## src/rtl/popcount_stream_accumulator.sv

```systemverilog
// popcount_stream_accumulator
// Counts 1s and 0s across a multi-word frame on a valid/ready input stream.
// The two-stage pipeline first registers the popcount of each word.
// It then accumulates per-frame totals.
// Totals are presented on a valid/ready result port.
// Optional feature: define POPCNT_SATURATE_EN to make the frame counters saturate
// on overflow. When it is undefined, the counters wrap. Overflow is reported either way.

module popcount_stream_accumulator #(
  parameter int DATA_WIDTH = 32,
  parameter int CNT_WIDTH  = 16
) (
  input  logic                  clk,
  input  logic                  rst_n,
  input  logic                  in_valid,
  output logic                  in_ready,
  input  logic [DATA_WIDTH-1:0] in_data,
  input  logic                  in_last,
  output logic                  out_valid,
  input  logic                  out_ready,
  output logic [CNT_WIDTH-1:0]  ones_total,
  output logic [CNT_WIDTH-1:0]  zeros_total,
  output logic [CNT_WIDTH-1:0]  frame_words,
  output logic                  overflow
);

  localparam int PC_W  = $clog2(DATA_WIDTH + 1);
  // The sums are wide enough to hold a full counter plus one word's contribution.
  // Any bit at or above CNT_WIDTH therefore marks an overflow.
  localparam int EXT_W = ((PC_W > CNT_WIDTH) ? PC_W : CNT_WIDTH) + 1;
  localparam logic [EXT_W-1:0] DW_EXT  = EXT_W'(DATA_WIDTH);
  localparam logic [EXT_W-1:0] ONE_EXT = EXT_W'(1);

  typedef enum logic [1:0] {
    IDLE  = 2'd0,
    ACCUM = 2'd1,
    DONE  = 2'd2
  } state_t;

  state_t state;
  state_t state_next;

  logic [PC_W-1:0]      in_pc;
  logic [PC_W-1:0]      s1_pc;
  logic                 s1_valid;
  logic                 s1_last;

  logic [CNT_WIDTH-1:0] acc_ones;
  logic [CNT_WIDTH-1:0] acc_zeros;
  logic [CNT_WIDTH-1:0] acc_words;
  logic                 acc_ovf;

  logic [EXT_W-1:0]     ones_sum;
  logic [EXT_W-1:0]     zeros_sum;
  logic [EXT_W-1:0]     words_sum;
  logic                 ones_of;
  logic                 zeros_of;
  logic                 words_of;
  logic [CNT_WIDTH-1:0] ones_next;
  logic [CNT_WIDTH-1:0] zeros_next;
  logic [CNT_WIDTH-1:0] words_next;
  logic                 ovf_next;

  logic                 accept;
  logic                 frame_end;
  logic                 result_taken;

  // Input is blocked from the moment the last word enters S1 until the result is taken.
  assign in_ready     = (state != DONE) && !(s1_valid && s1_last);
  assign accept       = in_valid && in_ready;
  assign frame_end    = s1_valid && s1_last;
  assign result_taken = out_valid && out_ready;

  // Combinational popcount of the incoming word
  always_comb begin
    in_pc = '0;
    for (int i = 0; i < DATA_WIDTH; i++) begin
      in_pc = in_pc + PC_W'(in_data[i]);
    end
  end

  // Stage 1: capture the word's popcount and its last flag on acceptance
  always_ff @(posedge clk or negedge rst_n) begin
    if (!rst_n) begin
      s1_pc    <= '0;
      s1_last  <= 1'b0;
      s1_valid <= 1'b0;
    end else if (accept) begin
      s1_pc    <= in_pc;
      s1_last  <= in_last;
      s1_valid <= 1'b1;
    end else begin
      s1_valid <= 1'b0;
    end
  end

  // Stage 2 arithmetic: compute updated counters and detect overflow
  always_comb begin
    ones_sum   = EXT_W'(acc_ones) + EXT_W'(s1_pc);
    zeros_sum  = EXT_W'(acc_zeros) + (DW_EXT - EXT_W'(s1_pc));
    words_sum  = EXT_W'(acc_words) + ONE_EXT;
    ones_of    = |ones_sum[EXT_W-1:CNT_WIDTH];
    zeros_of   = |zeros_sum[EXT_W-1:CNT_WIDTH];
    words_of   = |words_sum[EXT_W-1:CNT_WIDTH];
    ones_next  = ones_sum[CNT_WIDTH-1:0];
    zeros_next = zeros_sum[CNT_WIDTH-1:0];
    words_next = words_sum[CNT_WIDTH-1:0];
`ifdef POPCNT_SATURATE_EN
    // A counter already at its maximum stays there, because further sums overflow again.
    if (ones_of)  ones_next  = '1;
    if (zeros_of) zeros_next = '1;
    if (words_of) words_next = '1;
`endif
    ovf_next   = acc_ovf | ones_of | zeros_of | words_of;
  end

  // Stage 2 accumulators: update on every S1 word and clear when the frame closes
  always_ff @(posedge clk or negedge rst_n) begin
    if (!rst_n) begin
      acc_ones  <= '0;
      acc_zeros <= '0;
      acc_words <= '0;
      acc_ovf   <= 1'b0;
    end else if (frame_end) begin
      acc_ones  <= '0;
      acc_zeros <= '0;
      acc_words <= '0;
      acc_ovf   <= 1'b0;
    end else if (s1_valid) begin
      acc_ones  <= ones_next;
      acc_zeros <= zeros_next;
      acc_words <= words_next;
      acc_ovf   <= ovf_next;
    end
  end

  // Result registers: load at frame end, then hold the values past the handshake
  always_ff @(posedge clk or negedge rst_n) begin
    if (!rst_n) begin
      ones_total  <= '0;
      zeros_total <= '0;
      frame_words <= '0;
      overflow    <= 1'b0;
      out_valid   <= 1'b0;
    end else if (frame_end) begin
      ones_total  <= ones_next;
      zeros_total <= zeros_next;
      frame_words <= words_next;
      overflow    <= ovf_next;
      out_valid   <= 1'b1;
    end else if (result_taken) begin
      out_valid   <= 1'b0;
    end
  end

  // Frame state register
  always_ff @(posedge clk or negedge rst_n) begin
    if (!rst_n) begin
      state <= IDLE;
    end else begin
      state <= state_next;
    end
  end

  // Next-state logic. A single-word frame goes straight from IDLE to DONE.
  always_comb begin
    state_next = state;
    unique case (state)
      IDLE: begin
        if (frame_end) begin
          state_next = DONE;
        end else if (accept && !in_last) begin
          state_next = ACCUM;
        end
      end
      ACCUM: begin
        if (frame_end) begin
          state_next = DONE;
        end
      end
      DONE: begin
        if (result_taken) begin
          state_next = IDLE;
        end
      end
      default: state_next = IDLE;
    endcase
  end

endmodule

```

## config.mk

```make
export PLATFORM = sky130hd
export DESIGN_NAME = popcount_stream_accumulator
export DESIGN_NICKNAME = d
export VERILOG_FILES = /design/src/rtl/popcount_stream_accumulator.sv
export SDC_FILE = /design/constraint.sdc
export NUM_CORES = 1
export LEC_CHECK = 0
export ABC_AREA = 0
export CAP_MARGIN = 10
export CORE_ASPECT_RATIO = 1.2
export CORE_MARGIN = 4
export CORE_UTILIZATION = 32
export CTS_BUF_LIST = sky130_fd_sc_hd__clkbuf_8
export DETAILED_ROUTE_END_ITERATION = 7
export SKIP_LAST_GASP = 1
export SYNTH_ARGS = -nofsm -noshare
export SYNTH_HDL_FRONTEND = slang
export SYNTH_SLANG_ARGS = --single-unit
```

## constraint.sdc

```tcl
create_clock -name clk -period 4.7 [get_ports clk]
set_input_delay 0.94 -clock clk [delete_from_list [all_inputs] [get_ports clk]]
set_output_delay 0.94 -clock clk [all_outputs]
set_load 0.02 [all_outputs]
```

## Word-level counts from Yosys, hierarchy flattened

Index checks and enable logic that the tools add are counted.

- Register bits: 109
- Bits of input ports: 37
- Output and inout port bits: 51
- Word-level logic and storage cells: 84

- Add/subtract/negate cells: 35
- Equality and inequality tests: 6
- Muxes and demuxes: 16
- Bitwise gates (word level): 3
- Reductions and logical operators: 11

Operators by type and width:

| kind | number |
|---|---|
| adder 6 x 1 -> 6 bit | 26 |
| 2-to-1 mux 16 bit | 6 |
| adder 16 x 1 -> 17 bit (second input constant) | 1 |
| adder 16 x 17 -> 17 bit | 1 |
| adder 16 x 6 -> 17 bit | 1 |
| 2-to-1 mux 2 bit | 4 |
| subtractor 6 x 6 -> 7 bit (first input constant) | 1 |
| adder 5 x 1 -> 6 bit | 1 |
| inequality test 2 bit (second input constant) | 3 |
| case mux 2 bit (3 select lines) | 1 |
| adder 4 x 1 -> 5 bit | 1 |
| logical AND 1 bit | 5 |
| 2-to-1 mux 1 bit | 5 |
| adder 3 x 1 -> 4 bit | 1 |
| nonzero test 2 bit | 2 |
| adder 2 x 1 -> 3 bit | 1 |
| inequality test 3 bit (second input constant) | 1 |
| bitwise OR 1 bit | 3 |
| AND reduction 3 bit | 1 |
| adder 1 x 1 -> 2 bit | 1 |
| == test 2 x 1 -> 1 bit (second input constant) | 1 |
| == test 2 bit (second input constant) | 1 |
| zero test 1 bit | 2 |
| zero test 2 bit | 1 |

## Longest topological paths before layout

- Depth after elaboration: 31
- Mapped depth: 18
- Mapped depth without buffers: 18

## Worst setup path after synthesis

Ideal clock, no wire load.

- Kind: input -> register
- Start: input in_data[17]
- End: register s1_pc[4]
- Setup time: 0.135 ns
- Arrival time: 5.098 ns
- Data required time: 4.565 ns
- Path slack: -0.533 ns
- Stages: 16
- Buffers on the path: 0
- Cells stage by stage: fa_1 inv_1 fa_1 inv_1 fa_1 inv_1 fa_1 fa_1 fa_1 inv_1 ha_1 fa_1 a21o_1 a21oi_1 xor2_1 o21ai_0

- Word-level cells in the longest chain between the ends: 15

RTL lines:

| item | RTL line | RTL |
|---|---|---|
| from (decl) | 17 | `input logic [DATA_WIDTH-1:0] in_data,` |
| adder 6 x 1 -> 6 bit (15 in series) | 78 | `in_pc = in_pc + PC_W'(in_data[i]);` |
| to (signal assigned) | 89 | `s1_pc <= in_pc;` |
| to (decl) | 44 | `logic [PC_W-1:0] s1_pc;` |

No other way between the ends.
A chain may end at the register's enable or synchronous reset.

## Worst setup path in the final report

- Start: input in_data[7]
- End: register s1_pc[4]

- Word-level cells in the longest chain between the ends: 25

RTL lines:

| item | RTL line |
|---|---|
| adder 6 x 1 -> 6 bit (25 in series) | 78 |

No other way between the ends.

==> summary.md <==
| Metric | Value |
|---|---|
| Hold Crit Class | `in -> async` |
| Diode count | `0` |
| RSZ-0062 raised after global routing | `true` |
| Detailed-placement wirelength estimate | `10100 µm` |
| H-tree depth | `3` |
| CP Launch Type | `input pin` |
| Synth top area cells | `dfrtp_1 (43%), fa_1 (8.2%), o21ai_0 (7.3%), ha_1 (6.1%), nand2_1 (5.5%)` |
| CTS sink cnt | `109` |
| Main synth FF type | `dfrtp_1` |
| Synth top area share | `0.432` |
| Via/cell ratio | `4.77` |
| Syn_area_per_cell | `9.78 µm²` |
| Die Y | `162 µm` |
| Worst slew pin tran | `0.964 ns` |
| #FFs+latches synth | `109` |
| Unique masters post-synth | `46` |
| Port bufs | `87` |
| Core Util, Final | `0.395` |
| Peak supply drop | `0.000298 V` |
| Core ar. | `19500 µm²` |
| Worst reg2reg path depth | `12` |
| Final slew viol count | `0` |
| CTS Buf Count | `9` |
| Final Skew | `0.0118 ns` |
| Site Rows | `56` |
| Period utilization | `1.06` |
| Grt ovf | `0` |
| Ratio of cells with drive above 1 in the final layout | `0.0944` |
| Footprint of the multi-input gates | `3300 µm²` |
| Leakage | `3.46 nW` |
| CTS tree | `yes` |
| Critical-path maximum fanout | `2` |
| Vias in the first global route | `4851` |
| Worst r2r dst | `acc_ovf$_DFFE_PN0P_` |
| # IOs | `88` |
| Final hold slack | `0.475 ns` |
| Count of TritonRoute iterations in the first routing pass | `4` |
| Final Wtd Congestion | `0.794` |
| Initial antenna violation count | `0` |
| Async set or reset register ratio after synthesis | `1.00` |
| Reg clk slew, reported paths | `0.11 ns` |
| Skew-Pair Late Insertion Delay | `0.38 ns` |
| Max Cap Violations | `0` |
| Synth top cells by count | `dfrtp_1 (109), nand2_1 (93), o21ai_0 (92), inv_1 (58), ha_1 (31)` |
| Residual DRC | `0` |
| Fmax | `202 MHz` |
| DRT iter0 DRCs | `203` |
| Synthesized area | `6320 µm²` |
| Violated checks | `setup timing` |
| Fill cells | `2031` |
| Final ANT Viol Nets | `0` |
| # hold bufs at CTS | `0` |
| Die Footprint | `22100 µm²` |
| Worst r2r src | `s1_pc[0]$_DFFE_PN0P_` |
| Count of final hold-check violations | `0` |
| Final net count | `820` |
| Final WS setup | `-0.262 ns` |
| FF/Latch Area | `2730 µm²` |
| CP Data Required Time | `4.95 ns` |
| Deepest clock path buffer count | `2` |
| Count leader, synth | `dfrtp_1` |
| Wire length per cell | `14.0 µm` |
| Number of enable flip-flop cells after synthesis | `0` |
| Seq/Total Area, Yosys | `0.432` |
| Net Count, Synth | `740` |
| R2r setup slk | `1.47 ns` |
| YS warnings | `0` |
| P&R area growth vs syn | `21.7%` |
| Pre-CTS setup slack | `-1.05 ns` |
| Die width | `136 µm` |
| WL final | `13900 µm` |
| Power Density | `601 nW/µm²` |
| Crit path kind | `in -> reg` |
| First-pass GRT wire length | `23500 µm` |
| Clock Tree Root | `clkbuf_8` |
| Post-synth top area cell | `dfrtp_1` |
| Initial Util | `0.324` |
| Largest net degree at the start of global routing | `56` |
| Slew HR | `0.355` |
| Cell count after synthesis | `646` |
| Setup violators final | `4` |
| Outcome | `finished, violations left` |
| GRT Total Usage | `0.131` |
| CP endpoint kind | `flip-flop` |
| Routed vias | `4734` |
| Worst EP arrival | `5.22 ns` |
| Minimum clock period | `4.96 ns` |
per-layer routing:
| metal | track usage | up-vias | part of all wire |
|---|---|---|---|
| met5 | 0 | - | 0 |
| met4 | 0.0500 | 0 | 0.015 |
| met3 | 0.0220 | 14 | 0.047 |
| met2 | 0.227 | 83 | 0.50 |
| met1 | 0.164 | 2259 | 0.44 |
| li1 | - | 2378 | - |
cells in the final DEF (no fill, tap or decap), types with 4 or more instances in the layout:
cell type          n
a21oi_1           21
o21ai_0           90
nand3_1            7
mux2_2             5
dfrtp_1          109
fa_1              23
nor2_1            12
clkdlybuf4s50_1   71
xor2_1            20
nor3_1             8
a21o_1            10
inv_1             49
clkdlybuf4s15_1    4
ha_1              30
a31oi_1            7
and3_1            11
inv_2              9
o21a_1             4
o2bb2ai_1         17
clkbuf_8          10
buf_4             12
a22o_1             8
xnor2_1           26
o31ai_1           12
buf_2              4
clkbuf_2           5
nand4_1            4
nand2_1           92
repair_timing:
| action | CTS | global route |
|---|---|---|
| pin swaps | 19 | 17 |
| hold endpoints to repair | 0 | 0 |
| buffers inserted | 1 | 0 |
| endpoints found under the setup margin | 5 | 5 |
| resized for setup | 39 | 21 |
worst max-delay path: stages:
cell	delay (ns)
clkdlybuf4s15_1	0.18
inv_2	0.04
fa_1	0.47
fa_2	0.56
fa_2	0.45
fa_1	0.53
fa_1	0.43
fa_1	0.51
inv_2	0.05
ha_4	0.16
fa_2	0.35
a21o_1	0.17
a21oi_2	0.14
xor2_1	0.17
o21ai_1	0.07
worst max path at each step:
stage / slack, ns / depth (start not counted) / end / startpoint
after floorplan: -0.44 / 16 / s1_pc[4]$_DFFE_PN0P_ / in_data[17]
after global placement: -0.95 / 15 / s1_pc[4]$_DFFE_PN0P_ / in_data[0]
after detailed placement: -1.05 / 15 / s1_pc[4]$_DFFE_PN0P_ / in_data[0]
after CTS: -0.36 / 17 / s1_pc[4]$_DFFE_PN0P_ / in_data[21]
after global routing: -0.44 / 17 / s1_pc[4]$_DFFE_PN0P_ / in_data[21]
final: -0.26 / 15 / s1_pc[4]$_DFFE_PN0P_ / in_data[7]
power by group:
| part | switching [W] | internal, W | total [W] |
|---|---|---|---|
| Combinational | 0.00146 | 0.00120 | 0.00266 |
| Clock | 0.000340 | 0.000266 | 0.000606 |
| Sequential | 0.000181 | 0.00117 | 0.00135 |
cell families after synthesis:
logic type / count (synthesis) / synth area share
simple gates: 149 / 0.104
flops: 109 / 0.432
compound gates: 191 / 0.192
fa+ha+maj: 57 / 0.144
xor+xnor: 47 / 0.0651
buf+inv: 87 / 0.0523
mux: 6 / 0.0105
cell type report:
class	count	area share
multi-input cells	450	0.429
inverters	58	0.0283
flip-flops and latches	109	0.355
repair buffers	98	0.118
clock inverters	6	0.00911
well taps	261	0.0425
clock buffers	10	0.0179
through the flow:
stage                     instance area (µm²)  setup TNS, ns  power [W]  instances
final                                    7690         -0.695    0.00462        992
after global routing                     7690          -1.49    0.00509        992
after CTS                                7690          -1.13    0.00468        992
after detailed placement                 7490          -4.78    0.00398        975
after global placement                   7490          -4.35    0.00391        975
after floorplan                          6330          -1.30    0.00315        646
sequential cells by signal, indices dropped and copies added (netlist names):
name / cells
s1_pc: 6
s1_last: 1
acc_ones: 16
acc_ovf: 1
state: 2
zeros_total: 16
out_valid: 1
overflow: 1
ones_total: 16
frame_words: 16
acc_zeros: 16
s1_valid: 1
acc_words: 16
Note: power is estimated with default switching activity, not from simulation.
